$ cat src/rtl/can_bit_sync_ctrl.sv
// CAN bit synchroniser: bus-idle detection, hard-sync requests and SJW-clamped soft resync.
// Optional RX glitch filter enabled by defining CAN_SYNC_GLITCH_FILTER_EN.
module can_bit_sync_ctrl #(
  parameter int IDLE_BITS = 11,
  parameter int TQ_W      = 6,
  parameter int SJW_W     = 3
) (
  input  logic                   clock,
  input  logic                   reset_n,
  input  logic                   enable,
  input  logic                   rx_in,
  input  logic                   sample_tick,
  input  logic [TQ_W-1:0]        tq_index,
  input  logic [TQ_W-1:0]        seg1_end,
  input  logic [TQ_W-1:0]        nbt,
  input  logic [SJW_W-1:0]       sjw,
  input  logic                   in_frame,
  output logic                   bus_idle,
  output logic                   hard_sync_req,
  output logic                   resync_req,
  output logic signed [TQ_W:0]   phase_err,
  output logic [7:0]             idle_count
);

  localparam int       PW       = TQ_W + 1;
  localparam bit [7:0] IDLE_MAX = 8'(IDLE_BITS);

  logic                 rx_f;
  logic                 rx_prev_reg;
  logic                 edge_armed_reg;
  logic                 bus_idle_reg;
  logic                 hard_sync_reg;
  logic                 resync_reg;
  logic signed [PW-1:0] phase_err_reg;
  logic [7:0]           idle_count_reg;

`ifdef CAN_SYNC_GLITCH_FILTER_EN
  // Three-stage shift; the 2-of-3 vote rejects single-cycle dominant glitches.
  logic [2:0] rx_sh_reg;

  always_ff @(posedge clock or negedge reset_n) begin
    if (!reset_n) begin
      rx_sh_reg <= 3'b111;
    end else if (!enable) begin
      rx_sh_reg <= 3'b111;
    end else begin
      rx_sh_reg <= {rx_sh_reg[1:0], rx_in};
    end
  end

  assign rx_f = (rx_sh_reg[0] & rx_sh_reg[1]) |
                (rx_sh_reg[0] & rx_sh_reg[2]) |
                (rx_sh_reg[1] & rx_sh_reg[2]);
`else
  assign rx_f = rx_in;
`endif

  logic fedge;
  logic edge_accept;
  logic hs_hit;
  logic rs_hit;
  logic rs_fire;

  assign fedge       = rx_prev_reg & ~rx_f;
  assign edge_accept = fedge & edge_armed_reg;
  assign hs_hit      = edge_accept & (bus_idle_reg | ~in_frame);
  assign rs_hit      = edge_accept & in_frame & ~bus_idle_reg;
  // An edge in the sync segment is already in phase: it disarms but raises nothing.
  assign rs_fire     = rs_hit & (tq_index != '0);

  logic signed [PW-1:0] tq_s;
  logic signed [PW-1:0] nbt_s;
  logic signed [PW-1:0] sjw_s;
  logic signed [PW-1:0] e_raw;
  logic signed [PW-1:0] e_clamped;

  assign tq_s  = $signed({1'b0, tq_index});
  assign nbt_s = $signed({1'b0, nbt});
  assign sjw_s = $signed(PW'(sjw));

  always_comb begin
    e_raw = tq_s;
    if (tq_index > seg1_end) begin
      e_raw = tq_s - nbt_s;
    end
    e_clamped = e_raw;
    if (e_raw > sjw_s) begin
      e_clamped = sjw_s;
    end else if (e_raw < -sjw_s) begin
      e_clamped = -sjw_s;
    end
  end

  always_ff @(posedge clock or negedge reset_n) begin
    if (!reset_n) begin
      rx_prev_reg    <= 1'b1;
      edge_armed_reg <= 1'b1;
      bus_idle_reg   <= 1'b0;
      hard_sync_reg  <= 1'b0;
      resync_reg     <= 1'b0;
      phase_err_reg  <= '0;
      idle_count_reg <= '0;
    end else if (!enable) begin
      rx_prev_reg    <= 1'b1;
      edge_armed_reg <= 1'b1;
      bus_idle_reg   <= 1'b0;
      hard_sync_reg  <= 1'b0;
      resync_reg     <= 1'b0;
      phase_err_reg  <= '0;
      idle_count_reg <= '0;
    end else begin
      rx_prev_reg   <= rx_f;
      hard_sync_reg <= hs_hit;
      resync_reg    <= rs_fire;
      if (rs_fire) begin
        phase_err_reg <= e_clamped;
      end

      if (edge_accept) begin
        edge_armed_reg <= 1'b0;
      end else if (sample_tick && rx_f) begin
        edge_armed_reg <= 1'b1;
      end

      // A hard sync restarts idle detection regardless of a coincident tick.
      if (hs_hit) begin
        idle_count_reg <= '0;
        bus_idle_reg   <= 1'b0;
      end else if (sample_tick) begin
        if (rx_f) begin
          if (idle_count_reg < IDLE_MAX) begin
            idle_count_reg <= idle_count_reg + 8'd1;
          end
          if (idle_count_reg == IDLE_MAX - 8'd1) begin
            bus_idle_reg <= 1'b1;
          end
        end else begin
          idle_count_reg <= '0;
          bus_idle_reg   <= 1'b0;
        end
      end
    end
  end

  assign bus_idle      = bus_idle_reg;
  assign hard_sync_req = hard_sync_reg;
  assign resync_req    = resync_reg;
  assign phase_err     = phase_err_reg;
  assign idle_count    = idle_count_reg;

endmodule

$ cat config.mk
export PLATFORM = sky130hd
export DESIGN_NAME = can_bit_sync_ctrl
export DESIGN_NICKNAME = d
export VERILOG_FILES = /design/src/rtl/can_bit_sync_ctrl.sv
export SDC_FILE = /design/constraint.sdc
export NUM_CORES = 1
export LEC_CHECK = 0
export CAP_MARGIN = 10
export CORE_MARGIN = 3
export CORE_UTILIZATION = 35
export CTS_BUF_LIST = sky130_fd_sc_hd__clkbuf_16
export CTS_CLUSTER_DIAMETER = 50
export CTS_CLUSTER_SIZE = 10
export DETAILED_ROUTE_END_ITERATION = 7
export GPL_ROUTABILITY_DRIVEN = 0
export GPL_TIMING_DRIVEN = 0
export PLACE_DENSITY_LB_ADDON = 0.15
export SLEW_MARGIN = 5
export SYNTH_ARGS = -nofsm -noshare
export SYNTH_HDL_FRONTEND = slang
export SYNTH_SLANG_ARGS = --single-unit
$ cat constraint.sdc
create_clock -name clock -period 2.6 [get_ports clock]
set_clock_uncertainty 0.05 [all_clocks]
set_input_delay 0.26 -clock clock [delete_from_list [all_inputs] [get_ports clock]]
set_output_delay 0.26 -clock clock [all_outputs]
set_load 0.05 [all_outputs]
Word level (Yosys, flattened, before mapping)
Cells that the tools add are included.
{"block": "classes", "n_shift": 0, "n_lt_le_gt_ge": 4, "reduce_logical": 4, "multipliers": 0, "n_addsub": 3, "n_eq_ne": 6, "div_mod_pow": 0, "muxes": 21, "n_bitwise": 10}
{"op": "8-bit 2-to-1 mux", "n": 5}
{"op": "7-bit 2-to-1 mux", "n": 5}
{"op": "1-bit 2-to-1 mux", "n": 11}
{"op": "8-bit by 1-bit adder with 8-bit output, second input constant", "n": 1}
{"op": "8-bit by 4-bit equality test with 1-bit output, second input constant", "n": 1}
{"op": "8-bit by 4-bit < comparator with 1-bit output, second input constant", "n": 1}
{"op": "4-bit by 2-bit inequality test with 1-bit output, second input constant", "n": 2}
{"op": "7-bit by 4-bit > comparator with 1-bit output", "n": 1}
{"op": "7-bit < comparator", "n": 1}
{"op": "3-bit negation with 7-bit output", "n": 1}
{"op": "6-bit by 6-bit subtractor with 7-bit output", "n": 1}
{"op": "1-bit bitwise AND", "n": 6}
{"op": "6-bit > comparator", "n": 1}
{"op": "3-bit by 1-bit inequality test with 1-bit output, second input constant", "n": 2}
{"op": "6-bit nonzero test", "n": 1}
{"op": "2-bit AND reduction", "n": 2}
{"op": "1-bit NOT", "n": 3}
{"op": "2-bit by 1-bit inequality test with 1-bit output, second input constant", "n": 1}
{"op": "1-bit logical AND", "n": 1}
{"op": "1-bit bitwise OR", "n": 1}
{"block": "totals", "word_cells": 55, "romBits": 0, "inputBits": 27, "mem_bits_rw": 0, "regBits": 20, "memories": 0, "latchBits": 0, "out_inout_bits": 18}

Longest topological paths before layout
Gate-level depths: netlist (run 1).
{"block": "depth", "ltp_word": 8, "depth_mapped": 17, "mapped_depth_nobuf": 17}

Worst setup path after synthesis (run 1)
Ideal clock, no wire load.
{"block": "synth_path", "kind": "input to register", "from": "in seg1_end[5]", "to": "reg phase_err_reg[1], in the netlist phase_err[1]", "required_ps": 2392, "setup_slack_ps": -844, "path_buffers": 0, "arrival_time_ps": 3237, "path_stages": 14, "setup_ps": 158, "path_cell_list": "inv_1 -> ha_1 -> and4_1 -> o21a_4 -> o31ai_4 -> mux2_2 -> ha_1 -> nor2b_1 -> o21a_1 -> o21ai_0 -> o311ai_4 -> o31ai_4 -> mux2i_1 -> a21oi_1"}
{"block": "synth_via", "elab_chain_cells": 7, "word_cells_on_any_way": 8, "cone_classes": "order compare: 3; mux: 5"}
{"item": "from (decl)", "line": "14", "rtl": "input logic [TQ_W-1:0] seg1_end,"}
{"item": "6-bit > comparator (*)", "line": "83", "rtl": "if (tq_index > seg1_end) begin"}
{"item": "7-bit 2-to-1 mux (*)", "line": "83"}
{"item": "7-bit < comparator", "line": "89", "rtl": "end else if (e_raw < -sjw_s) begin"}
{"item": "7-bit 2-to-1 mux", "line": "89"}
{"item": "7-bit 2-to-1 mux (*)", "line": "87", "rtl": "if (e_raw > sjw_s) begin"}
{"item": "7-bit 2-to-1 mux (*)", "line": "115", "rtl": "if (rs_fire) begin"}
{"item": "7-bit 2-to-1 mux (*)", "line": "103", "rtl": "end else if (!enable) begin"}
{"item": "to (signal assigned)", "line": "116", "rtl": "phase_err_reg <= e_clamped;"}
{"item": "to (decl)", "line": "34", "rtl": "logic signed [PW-1:0] phase_err_reg;"}
Every way passes the cells marked *; elsewhere a longest branch is shown, timed or not. The select of a mux whose other input is x is not followed.
A chain may end at the register's enable or synchronous reset.

Worst setup path in the final report (run 1)
{"block": "layout_path", "from": "in nbt[3]", "to": "reg phase_err_reg[1], in the netlist phase_err[1]"}
{"block": "layout_via", "elab_chain_cells": 7, "word_cells_on_any_way": 8, "cone_classes": "add/sub: 1; order compare: 2; mux: 5"}
{"item": "from (decl)", "line": "15", "rtl": "input logic [TQ_W-1:0] nbt,"}
{"item": "6-bit by 6-bit subtractor with 7-bit output (*)", "line": "84", "rtl": "e_raw = tq_s - nbt_s;"}
{"item": "7-bit 2-to-1 mux (*)", "line": "83"}
{"item": "7-bit < comparator", "line": "89"}
{"item": "7-bit 2-to-1 mux", "line": "89"}
{"item": "7-bit 2-to-1 mux (*)", "line": "87"}
{"item": "7-bit 2-to-1 mux (*)", "line": "115"}
{"item": "7-bit 2-to-1 mux (*)", "line": "103"}
Marks and branches as above.

==> results_tabular.tex, run 1 <==
\begin{tabular}{lr}
\hline
Metric & Value \\
\hline
\multicolumn{2}{l}{\textbf{Placement}} \\
Pre-CTS setup slack & -1.46 ns \\
Number of buffers inserted by port buffering & 44 \\
Half-perimeter wire length after detailed placement & 3200 um \\
\multicolumn{2}{l}{\textbf{Detailed routing}} \\
Pre-Repair DR Iteration Count & 4 \\
DR WL met2 & 2270 um \\
Via count of the routed design & 1671 \\
Post-DRT Antenna Nets & 0 \\
Top routing layer in use & met4 \\
Per-cell via count in the routed design & 5.03 \\
Remaining DRCs & 0 \\
Violation count after the first detailed-route iteration & 72 \\
DRT Wirelength & 4530 um \\
Routed length on met3 & 158 um \\
Mean routed wirelength per cell & 13.6 um \\
Met1 Wirelength & 2090 um \\
\multicolumn{2}{l}{\textbf{Floorplanning}} \\
IO Count & 45 \\
Die X-Extent & 77.0 um \\
Placeable Area & 0.00479 mm2 \\
Rows & 25 \\
Initial cell density of the core & 0.369 \\
Die H & 77.0 um \\
Die Footprint & 0.00594 mm2 \\
\multicolumn{2}{l}{\textbf{STA}} \\
Final count of negative-setup-slack endpoints & 7 \\
RSZ-0062 raised after global routing & yes \\
Setup ws final & -0.421 ns \\
Hold violation count in the final report & 0 \\
Worst Tran Pin Value & 0.896 ns \\
Slew headroom & 0.401 \\
Highest clock frequency the design can meet & 331 MHz \\
Fin crit share & 1.16 \\
Post-layout minimum cycle time & 3.02 ns \\
Final-report max-slew violation count & 0 \\
\multicolumn{2}{l}{\textbf{Clock tree}} \\
Max Root-Sink Buffers & 2 \\
Hold buffer count at cts & 0 \\
Latest clock arrival within the worst-skew pair & 0.25 ns \\
Clock-pin slew on the worst setup and hold paths & 0.06 ns \\
CTS tree & built \\
Number of H-tree levels & 1 \\
Master cell of the clock root buffer & sky130\_fd\_sc\_hd\_\_clkbuf\_16 \\
Sinks on Clock Net & 20 \\
Number of buffers created by CTS & 3 \\
\multicolumn{2}{l}{\textbf{Critical path}} \\
Data required, critical path & 2.65 ns \\
Endpoint of the most critical register-to-register path & phase\_err[0]\$\_DFFE\_PN0P\_ \\
Crit. path cell count & 17 \\
Number of buffer and inverter stages on the critical path & 5 \\
Kind of cell with the highest combined delay on the critical path & buffers and inverters \\
CP dominant cell by count & sky130\_fd\_sc\_hd\_\_buf\_4 \\
Critical-path cell with the highest stage delay & sky130\_fd\_sc\_hd\_\_clkdlybuf4s50\_1 \\
CP endpoint kind & flop \\
Sort of element at the start of the critical path & input pin \\
Max FO, Critical Path & 4 \\
Launch instance of the worst register-to-register path & edge\_armed\_reg\$\_DFFE\_PN1P\_ \\
Critical Path Max Stage Delay & 0.45 ns \\
Sequence of cells on the critical path & clkdlybuf4s50\_1, inv\_1, ha\_4, nor2\_1, nor3\_2, buf\_4, buf\_4, buf\_4, nor2b\_1, mux2\_4, ha\_4, o21ai\_2, a21oi\_2, o21a\_2, mux2\_4, mux2i\_1, a21oi\_1 \\
Depth of the most critical reg-to-reg path & 5 \\
Worst Path Arrival & 3.07 ns \\
Setup slack of the worst register-to-register path & 0.53 ns \\
Startpoint-to-endpoint class of the critical path & in2reg \\
\multicolumn{2}{l}{\textbf{Logic synthesis}} \\
Leading register cell type out of synthesis & sky130\_fd\_sc\_hd\_\_dfrtp\_1 \\
Area of the mapped netlist & 0.00177 mm2 \\
Post-synthesis async set-or-reset flop share & 1.00 \\
Instance count of the mapped netlist & 193 \\
Net Count, Synth & 246 \\
Number of warnings issued by yosys & 0 \\
Cell accounting for the most synthesized area & sky130\_fd\_sc\_hd\_\_dfrtp\_1 \\
Cells taking the most area after synthesis & sky130\_fd\_sc\_hd\_\_dfrtp\_1, sky130\_fd\_sc\_hd\_\_ha\_1, sky130\_fd\_sc\_hd\_\_inv\_1 \\
Distinct cell type count of the synthesized netlist & 49 \\
Mean instance size in the synthesized netlist & 9.15 um2 \\
Number of flops mapped to enable cells by yosys & 0 \\
Flip-flop and latch count after synthesis & 20 \\
Sequential share of the synthesized area & 0.285 \\
Top-area cell type share of the netlist area & 0.255 \\
\multicolumn{2}{l}{\textbf{Min path}} \\
WHS Endpoint & phase\_err[5]\$\_DFFE\_PN0P\_ \\
Worst Hold Depth & 1 \\
Worst Hold Class & reg2reg \\
Startpoint of the tightest hold check path & phase\_err[5]\$\_DFFE\_PN0P\_ \\
\multicolumn{2}{l}{\textbf{Global routing}} \\
Wire length of the first global-routing pass & 7820 um \\
GRT Residual Overflow & 0 \\
Largest net degree at the start of global routing & 21 \\
Via count of the first global-routing pass & 1673 \\
Antenna violations before repair & 0 \\
Global Route Usage Sum & 0.162 \\
\multicolumn{2}{l}{\textbf{Power}} \\
Leakage Power & 1.24 nW \\
Worst-case vdd ir drop & 0.311 mV \\
Power density cells & 429 mW/mm2 \\
\multicolumn{2}{l}{\textbf{Cells and area}} \\
Number of antenna cells inserted & 0 \\
P\&R area growth vs syn & 65.0\% \\
Share of the core filled with cells in the final layout & 0.609 \\
Max FFs per register & 8 \\
Commonest cells after routing, fill and taps aside & sky130\_fd\_sc\_hd\_\_clkdlybuf4s50\_1, sky130\_fd\_sc\_hd\_\_buf\_4, sky130\_fd\_sc\_hd\_\_dfrtp\_1, sky130\_fd\_sc\_hd\_\_ha\_4, sky130\_fd\_sc\_hd\_\_inv\_1 \\
Most common cell after layout, fill and taps aside & sky130\_fd\_sc\_hd\_\_clkdlybuf4s50\_1 \\
Share of post-route cells with drive strength above 1 & 0.408 \\
Final nets & 319 \\
\multicolumn{2}{l}{\textbf{Outcome}} \\
Violations in the final reports & negative setup slack \\
Result of the run & complete, but fails checks \\
\multicolumn{2}{l}{\textbf{Flow run}} \\
Maxcap violations & 0 \\
\hline
\end{tabular}
## Yosys cell counts (all sizes together), types with 2 or more instances
library cell,number
a211oi,2
a21oi,13
a22o,2
a32o,2
and2,2
dfrtp,18
dfstp,2
ha,25
inv,27
mux2,6
mux2i,2
nand2,9
nand2b,6
nand3,4
nand3b,2
nor2,13
nor2b,9
nor3,4
nor4b,2
o21a,4
o21ai,15
o311ai,2
o31ai,3
or4,2
## per-layer routing
layer	vias to the layer above	GRT usage
met5	-	0
met4	0	0.0356
met3	2	0.0258
met2	39	0.285
met1	785	0.207
li1	845	-
## report_power, final
group          internal, mW  switching [mW]  total [mW]
Combinational         0.316           0.289       0.605
Clock                 0.205           0.112       0.317
Sequential            0.323         0.00709       0.330
Total                 0.844           0.408        1.25
## cells by family after synthesis
logic type / after synthesis / share of synthesized area
simple gates: 59 / 0.183
compound gates: 51 / 0.225
buf+inv: 28 / 0.0595
fa+ha+maj: 26 / 0.188
flops: 20 / 0.285
mux: 8 / 0.0538
xor+xnor: 1 / 0.00496
## how the worst max path moves through the flow
stage,startpoint,to
floorplan,tq_index[3],phase_err[1]$_DFFE_PN0P_
global placement,tq_index[3],phase_err[1]$_DFFE_PN0P_
detailed placement,tq_index[3],phase_err[1]$_DFFE_PN0P_
CTS,tq_index[0],phase_err[1]$_DFFE_PN0P_
global route,tq_index[0],phase_err[4]$_DFFE_PN0P_
finish,nbt[3],phase_err[1]$_DFFE_PN0P_
## worst reg2reg max path, cell delays in order, from the launching register on
cell and delay, ns:
sky130_fd_sc_hd__dfstp_2 0.54, sky130_fd_sc_hd__nand3b_1 0.10, sky130_fd_sc_hd__nor4b_1 0.69, sky130_fd_sc_hd__nand2_1 0.26
sky130_fd_sc_hd__a31o_1 0.25, sky130_fd_sc_hd__o21ai_1 0.10
## metrics by stage
stage                     total power, mW  hold slack, ns  TNS (ns)  area, um2  std cells
after global placement              0.755           0.430     -9.76       2390        304
after CTS                            1.21           0.458     -2.64       2820        329
after detailed placement            0.759           0.445     -9.78       2390        304
after global routing                 1.33           0.475     -3.46       2920        332
final                                1.25           0.451     -2.44       2920        332
after floorplan                     0.633         -0.0856     -3.58       1860        193
## repair_timing
item / in CTS / in global routing
gates resized for setup: 105 / 22
pin swaps: 29 / 18
buffers inserted: 21 / 3
endpoints found under the setup margin: 7 / 7
## layout make-up
type	count	area (um2)
Fill cell	430	1870
Tap cell	67	83.8
Sequential cell	20	503
Clock buffer	3	75.1
Clock inverter	1	3.75
Timing Repair Buffer	68	641
Buffer	1	3.75
Multi-Input combinational cell	145	1490
Inverter	27	116
Note: power is estimated with default switching activity, not from simulation.
==> run 2, diff against run 1 <==
--- a/config.mk
+++ b/config.mk
@@ -6,8 +6,8 @@
 export NUM_CORES = 1
 export LEC_CHECK = 0
 export CAP_MARGIN = 10
-export CORE_MARGIN = 3
-export CORE_UTILIZATION = 35
+export CORE_MARGIN = 4
+export CORE_UTILIZATION = 25
 export CTS_BUF_LIST = sky130_fd_sc_hd__clkbuf_16
 export CTS_CLUSTER_DIAMETER = 50
 export CTS_CLUSTER_SIZE = 10
==> results_tabular.tex, run 2 (synthesis gave the netlist of run 1 again) <==
\begin{tabular}{lr}
\hline
Metric & Value \\
\hline
\multicolumn{2}{l}{\textbf{Cells and area}} \\
Share of post-route cells with drive strength above 1 & 0.430 \\
Commonest cells after routing, fill and taps aside & sky130\_fd\_sc\_hd\_\_clkdlybuf4s50\_1, sky130\_fd\_sc\_hd\_\_buf\_4, sky130\_fd\_sc\_hd\_\_dfrtp\_1, sky130\_fd\_sc\_hd\_\_ha\_4, sky130\_fd\_sc\_hd\_\_inv\_1 \\
Final non-filler cell total & 366 \\
Max FFs per register & 8 \\
Filler cells & 684 \\
Share of the core filled with cells in the final layout & 0.439 \\
Final nets & 324 \\
P\&R area growth vs syn & 69.6\% \\
Number of antenna cells inserted & 0 \\
Most common cell after layout, fill and taps aside & sky130\_fd\_sc\_hd\_\_clkdlybuf4s50\_1 \\
Final design instance area without fill & 0.00300 mm2 \\
\multicolumn{2}{l}{\textbf{STA}} \\
Final-report max-slew violation count & 0 \\
Post-layout minimum cycle time & 2.99 ns \\
Fin crit share & 1.15 \\
Highest clock frequency the design can meet & 335 MHz \\
Sum of negative setup slack & -2.28 ns \\
Final count of negative-setup-slack endpoints & 7 \\
Hold violation count in the final report & 0 \\
Worst Tran Pin Value & 1.01 ns \\
Slew headroom & 0.319 \\
RSZ-0062 raised after global routing & yes \\
Fin Hold WS & 0.455 ns \\
Setup ws final & -0.385 ns \\
\multicolumn{2}{l}{\textbf{Detailed routing}} \\
DR WL met2 & 2430 um \\
Pre-Repair DR Iteration Count & 4 \\
Routed length on met3 & 139 um \\
Top routing layer in use & met4 \\
Met1 Wirelength & 2150 um \\
Remaining DRCs & 0 \\
Post-DRT Antenna Nets & 0 \\
Via count of the routed design & 1647 \\
Mean routed wirelength per cell & 13.1 um \\
DRT Wirelength & 4790 um \\
Violation count after the first detailed-route iteration & 34 \\
Per-cell via count in the routed design & 4.50 \\
\multicolumn{2}{l}{\textbf{Critical path}} \\
CP endpoint kind & flop \\
Source of the critical timing path & tq\_index[0] \\
Critical Path Max Stage Delay & 0.36 ns \\
Worst Path Arrival & 3.04 ns \\
Number of buffer and inverter stages on the critical path & 4 \\
Depth of the most critical reg-to-reg path & 5 \\
Critical-path cell with the highest stage delay & sky130\_fd\_sc\_hd\_\_fa\_2 \\
Endpoint of the most critical register-to-register path & phase\_err[5]\$\_DFFE\_PN0P\_ \\
Launch instance of the worst register-to-register path & edge\_armed\_reg\$\_DFFE\_PN1P\_ \\
Sort of element at the start of the critical path & input pin \\
Sequence of cells on the critical path & buf\_8, inv\_4, ha\_4, inv\_2, fa\_2, a211oi\_4, buf\_4, o21ai\_1, nor2b\_2, mux2\_4, ha\_4, o21ai\_2, a21oi\_2, o21a\_4, mux2\_4, mux2i\_1, a21oi\_1 \\
Max FO, Critical Path & 5 \\
Startpoint-to-endpoint class of the critical path & in2reg \\
Setup slack of the worst register-to-register path & 0.33 ns \\
Crit. path cell count & 17 \\
Kind of cell with the highest combined delay on the critical path & compound AO/OA/AOI/OAI gates \\
Data required, critical path & 2.65 ns \\
\multicolumn{2}{l}{\textbf{Flow run}} \\
Maxcap violations & 0 \\
\multicolumn{2}{l}{\textbf{Global routing}} \\
Via count of the first global-routing pass & 1600 \\
GRT Residual Overflow & 0 \\
Global Route Usage Sum & 0.108 \\
Wire length of the first global-routing pass & 7510 um \\
Antenna violations before repair & 0 \\
Largest net degree at the start of global routing & 21 \\
\multicolumn{2}{l}{\textbf{Floorplanning}} \\
Rows & 30 \\
Die Footprint & 0.00848 mm2 \\
Die H & 92.1 um \\
Placeable Area & 0.00683 mm2 \\
Die X-Extent & 92.1 um \\
IO Count & 45 \\
Initial cell density of the core & 0.259 \\
\multicolumn{2}{l}{\textbf{Clock tree}} \\
Sinks on Clock Net & 20 \\
Max Root-Sink Buffers & 2 \\
Number of H-tree levels & 1 \\
Master cell of the clock root buffer & sky130\_fd\_sc\_hd\_\_clkbuf\_16 \\
Number of buffers created by CTS & 3 \\
Hold buffer count at cts & 0 \\
Clock-pin slew on the worst setup and hold paths & 0.06 ns \\
Latest clock arrival within the worst-skew pair & 0.25 ns \\
CTS tree & built \\
\multicolumn{2}{l}{\textbf{Power}} \\
Power density cells & 430 mW/mm2 \\
Worst-case vdd ir drop & 0.213 mV \\
Leakage Power & 1.27 nW \\
Post-route total power & 1.29 mW \\
\multicolumn{2}{l}{\textbf{Min path}} \\
Worst Hold Class & reg2reg \\
Worst Hold Depth & 1 \\
Startpoint of the tightest hold check path & phase\_err[6]\$\_DFFE\_PN0P\_ \\
WHS Endpoint & phase\_err[6]\$\_DFFE\_PN0P\_ \\
\multicolumn{2}{l}{\textbf{Placement}} \\
Pre-CTS setup slack & -1.51 ns \\
Placed instance area & 0.00242 mm2 \\
Half-perimeter wire length after detailed placement & 3580 um \\
Number of buffers inserted by port buffering & 44 \\
Cells after DPL & 333 \\
\multicolumn{2}{l}{\textbf{Outcome}} \\
Violations in the final reports & negative setup slack \\
Result of the run & complete, but fails checks \\
\hline
\end{tabular}
[run 2: cell count changes in the layout (fill, tap and decap cells not counted), moves of 2 or more]
cell	change
sky130_fd_sc_hd__buf_4	+5
sky130_fd_sc_hd__buf_12	-2
sky130_fd_sc_hd__nor2_1	-2
sky130_fd_sc_hd__o21ai_0	-2
sky130_fd_sc_hd__o21ai_2	+2
[run 2: per-layer routing]
layer	vias up	track usage
met5	-	0
met4	0	0.0421
met1	763	0.134
met3	5	0.00984
li1	849	-
met2	30	0.190
[run 2: where the power goes]
part	leakage (nW)	internal (mW)	switching, mW	total [mW]
clock network	0.0385	0.205	0.115	0.320
logic	0.965	0.340	0.300	0.640
registers	0.270	0.323	0.00719	0.330
[run 2: worst max path at each step]
stage / end / slack (ns)
after CTS: phase_err[1]$_DFFE_PN0P_ / -0.49
after global routing: phase_err[1]$_DFFE_PN0P_ / -0.52
after detailed placement: phase_err[1]$_DFFE_PN0P_ / -1.51
after floorplan: phase_err[1]$_DFFE_PN0P_ / -0.57
after global placement: phase_err[1]$_DFFE_PN0P_ / -1.52
final: phase_err[1]$_DFFE_PN0P_ / -0.39
[run 2: timing repair]
| item | CTS | global route |
|---|---|---|
| gates resized for setup | 92 | 39 |
| pin swaps | 33 | 27 |
| setup endpoints to repair | 7 | 7 |
| buffers inserted | 19 | 11 |
| gates cloned | 0 | 0 |
[run 2: layout make-up]
class	count	area (um2)	share of cell area
Multi-Input combinational cell	145	1510	0.504
Timing Repair Buffer	73	668	0.223
Sequential cell	20	503	0.168
Tap cell	96	120	0.0401
Inverter	27	111	0.0372
Clock buffer	3	75.1	0.0251
Clock inverter	1	3.75	0.00125
Buffer	1	3.75	0.00125
[run 2: worst reg2reg max path: stages, from the launching register on]
cell,delay (ns)
sky130_fd_sc_hd__dfstp_2,0.54
sky130_fd_sc_hd__nand3b_1,0.11
sky130_fd_sc_hd__nor4b_1,0.84
sky130_fd_sc_hd__nand2_1,0.28
sky130_fd_sc_hd__nor2_4,0.21
sky130_fd_sc_hd__a32o_1,0.17
==> run 3, diff against run 2 <==
--- a/config.mk
+++ b/config.mk
@@ -6,7 +6,6 @@
 export NUM_CORES = 1
 export LEC_CHECK = 0
 export CAP_MARGIN = 10
-export CORE_MARGIN = 4
 export CORE_UTILIZATION = 25
 export CTS_BUF_LIST = sky130_fd_sc_hd__clkbuf_16
 export CTS_CLUSTER_DIAMETER = 50
@@ -15,7 +14,7 @@
 export GPL_ROUTABILITY_DRIVEN = 0
 export GPL_TIMING_DRIVEN = 0
 export PLACE_DENSITY_LB_ADDON = 0.15
-export SLEW_MARGIN = 5
+export SLEW_MARGIN = 20
 export SYNTH_ARGS = -nofsm -noshare
 export SYNTH_HDL_FRONTEND = slang
 export SYNTH_SLANG_ARGS = --single-unit
==> constraint.sdc (replaced) <==
create_clock -name clock -period 2.6 [get_ports clock]
set_clock_uncertainty 0.05 [all_clocks]
set_input_delay 0.52 -clock clock [delete_from_list [all_inputs] [get_ports clock]]
set_output_delay 0.52 -clock clock [all_outputs]
set_load 0.05 [all_outputs]
==> results_tabular.tex, run 3 (synthesis gave the netlist of run 1 again) <==
\begin{tabular}{lr}
\hline
Metric & Value \\
\hline
\multicolumn{2}{l}{\textbf{Clock tree}} \\
Sinks on Clock Net & 20 \\
Number of buffers created by CTS & 3 \\
Clock-pin slew on the worst setup and hold paths & 0.05 ns \\
Max Root-Sink Buffers & 2 \\
CTS tree & built \\
Number of H-tree levels & 1 \\
Master cell of the clock root buffer & sky130\_fd\_sc\_hd\_\_clkbuf\_16 \\
Latest clock arrival within the worst-skew pair & 0.25 ns \\
Hold buffer count at cts & 0 \\
\multicolumn{2}{l}{\textbf{STA}} \\
Setup ws final & -0.680 ns \\
Worst Tran Pin Value & 0.891 ns \\
Slew headroom & 0.404 \\
Hold violation count in the final report & 0 \\
Final count of negative-setup-slack endpoints & 7 \\
RSZ-0062 raised after global routing & yes \\
Highest clock frequency the design can meet & 305 MHz \\
Final-report max-slew violation count & 0 \\
Fin crit share & 1.26 \\
Sum of negative setup slack & -4.47 ns \\
Post-layout minimum cycle time & 3.28 ns \\
\multicolumn{2}{l}{\textbf{Detailed routing}} \\
Via count of the routed design & 1693 \\
Per-cell via count in the routed design & 4.66 \\
Pre-Repair DR Iteration Count & 4 \\
DRT Wirelength & 4770 um \\
Post-DRT Antenna Nets & 0 \\
Violation count after the first detailed-route iteration & 57 \\
Remaining DRCs & 0 \\
Mean routed wirelength per cell & 13.1 um \\
\multicolumn{2}{l}{\textbf{Min path}} \\
Worst Hold Class & reg2reg \\
Worst Hold Depth & 1 \\
\multicolumn{2}{l}{\textbf{Cells and area}} \\
Share of the core filled with cells in the final layout & 0.426 \\
Commonest cells after routing, fill and taps aside & sky130\_fd\_sc\_hd\_\_clkdlybuf4s50\_1, sky130\_fd\_sc\_hd\_\_buf\_4, sky130\_fd\_sc\_hd\_\_dfrtp\_1, sky130\_fd\_sc\_hd\_\_inv\_1, sky130\_fd\_sc\_hd\_\_ha\_4 \\
P\&R area growth vs syn & 63.8\% \\
Max FFs per register & 8 \\
Most common cell after layout, fill and taps aside & sky130\_fd\_sc\_hd\_\_clkdlybuf4s50\_1 \\
Number of antenna cells inserted & 0 \\
Final non-filler cell total & 363 \\
Filler cells & 691 \\
Final nets & 321 \\
Share of post-route cells with drive strength above 1 & 0.390 \\
\multicolumn{2}{l}{\textbf{Power}} \\
Leakage Power & 1.24 nW \\
Fraction of power consumed by the clock network & 0.250 \\
Share of total power in combinational logic & 0.486 \\
Post-route total power & 1.25 mW \\
P\_sw & 409 uW \\
Worst-case vdd ir drop & 0.307 mV \\
Power density cells & 432 mW/mm2 \\
Internal power of the cells & 842 uW \\
Share of total power in sequential cells & 0.264 \\
Sw Share & 0.327 \\
\multicolumn{2}{l}{\textbf{Global routing}} \\
Via count of the first global-routing pass & 1755 \\
Wire length of the first global-routing pass & 8110 um \\
Global Route Usage Sum & 0.136 \\
Largest net degree at the start of global routing & 21 \\
GRT Residual Overflow & 0 \\
Antenna violations before repair & 0 \\
\multicolumn{2}{l}{\textbf{Floorplanning}} \\
Placeable Area & 0.00679 mm2 \\
Die H & 86.1 um \\
Rows & 30 \\
Die Footprint & 0.00741 mm2 \\
IO Count & 45 \\
Initial cell density of the core & 0.260 \\
Die X-Extent & 86.1 um \\
\multicolumn{2}{l}{\textbf{Placement}} \\
Cells after DPL & 333 \\
Pre-CTS setup slack & -1.79 ns \\
Number of buffers inserted by port buffering & 44 \\
Half-perimeter wire length after detailed placement & 3410 um \\
\multicolumn{2}{l}{\textbf{Critical path}} \\
CP endpoint kind & flop \\
Depth of the most critical reg-to-reg path & 5 \\
Startpoint-to-endpoint class of the critical path & in2reg \\
Sort of element at the start of the critical path & input pin \\
Worst Path Arrival & 3.34 ns \\
Data required, critical path & 2.66 ns \\
Max FO, Critical Path & 3 \\
\multicolumn{2}{l}{\textbf{Flow run}} \\
Maxcap violations & 0 \\
\multicolumn{2}{l}{\textbf{Outcome}} \\
Violations in the final reports & negative setup slack \\
Result of the run & complete, but fails checks \\
\hline
\end{tabular}
run 3: cell count changes in the layout (fill, tap and decap cells not counted), sizes merged:
cell           previous run  this run
buf                      41        37
clkdlybuf4s50            27        29
dlymetal6s2s              2         0
o21a                      4         5
run 3: stage by stage:
step	hold slack, ns	cell area (um2)
after detailed placement	0.455	2420
after CTS	0.471	2830
after global routing	0.483	2890
after floorplan	0.174	1860
final	0.463	2890
after global placement	0.453	2420
run 3: layer usage:
| metal | track usage | share of wire | up-vias |
|---|---|---|---|
| met4 | 0.0439 | 0.013 | 0 |
| met5 | 0 | 0 | - |
| li1 | - | - | 844 |
| met2 | 0.248 | 0.51 | 35 |
| met1 | 0.166 | 0.45 | 809 |
| met3 | 0.0135 | 0.030 | 5 |
run 3: cell type report:
cell class	count	area, um2	share of cell area
Tap cell	96	120	0.0415
Timing Repair Buffer	69	612	0.211
Multi-Input combinational cell	146	1470	0.506
Inverter	27	111	0.0385
Clock inverter	1	3.75	0.00130
Sequential cell	20	503	0.174
Clock buffer	3	75.1	0.0259
Buffer	1	3.75	0.00130
run 3: power groups by stage:
stage | sequential [mW] | clock [mW] | combinational [mW]
floorplan | 0.361 | 0 | 0.272
CTS | 0.330 | 0.320 | 0.569
finish | 0.330 | 0.313 | 0.608
detailed placement | 0.335 | 0 | 0.427
global placement | 0.335 | 0 | 0.425
global route | 0.331 | 0.330 | 0.660
run 3: what timing repair did:
action                                  CTS  global route
resized for setup                        99            13
pin swaps                                35             9
cloned                                    1             0
endpoints found under the setup margin    7             7
setup buffers                            24             1
run 3: critical path, stage by stage:
cell	delay, ns
sky130_fd_sc_hd__buf_8	0.10
sky130_fd_sc_hd__inv_4	0.05
sky130_fd_sc_hd__ha_4	0.12
sky130_fd_sc_hd__inv_2	0.03
sky130_fd_sc_hd__fa_2	0.37
sky130_fd_sc_hd__a211oi_4	0.25
sky130_fd_sc_hd__nor3_2	0.08
sky130_fd_sc_hd__o21a_1	0.18
sky130_fd_sc_hd__or3_4	0.42
sky130_fd_sc_hd__inv_4	0.07
sky130_fd_sc_hd__ha_4	0.19
sky130_fd_sc_hd__buf_4	0.14
sky130_fd_sc_hd__nand3b_1	0.13
sky130_fd_sc_hd__o21a_4	0.17
sky130_fd_sc_hd__mux2_4	0.29
sky130_fd_sc_hd__mux2i_1	0.15
sky130_fd_sc_hd__a21oi_1	0.08
run 3: final timing paths:
| kind | start | to | slack, ns |
|---|---|---|---|
| min in group asynchronous | reset_n | hard_sync_req$_DFF_PN0_ | 0.73 |
| worst max-delay path | tq_index[0] | phase_err[1]$_DFFE_PN0P_ | -0.68 |
| worst min-delay path | phase_err[6]$_DFFE_PN0P_ | phase_err[6]$_DFFE_PN0P_ | 0.46 |
| max in group asynchronous | reset_n | idle_count[0]$_DFFE_PN0P_ | 1.23 |
| worst max register to register | edge_armed_reg$_DFFE_PN1P_ | phase_err[3]$_DFFE_PN0P_ | 0.67 |
| worst min register to register | phase_err[6]$_DFFE_PN0P_ | phase_err[6]$_DFFE_PN0P_ | 0.46 |
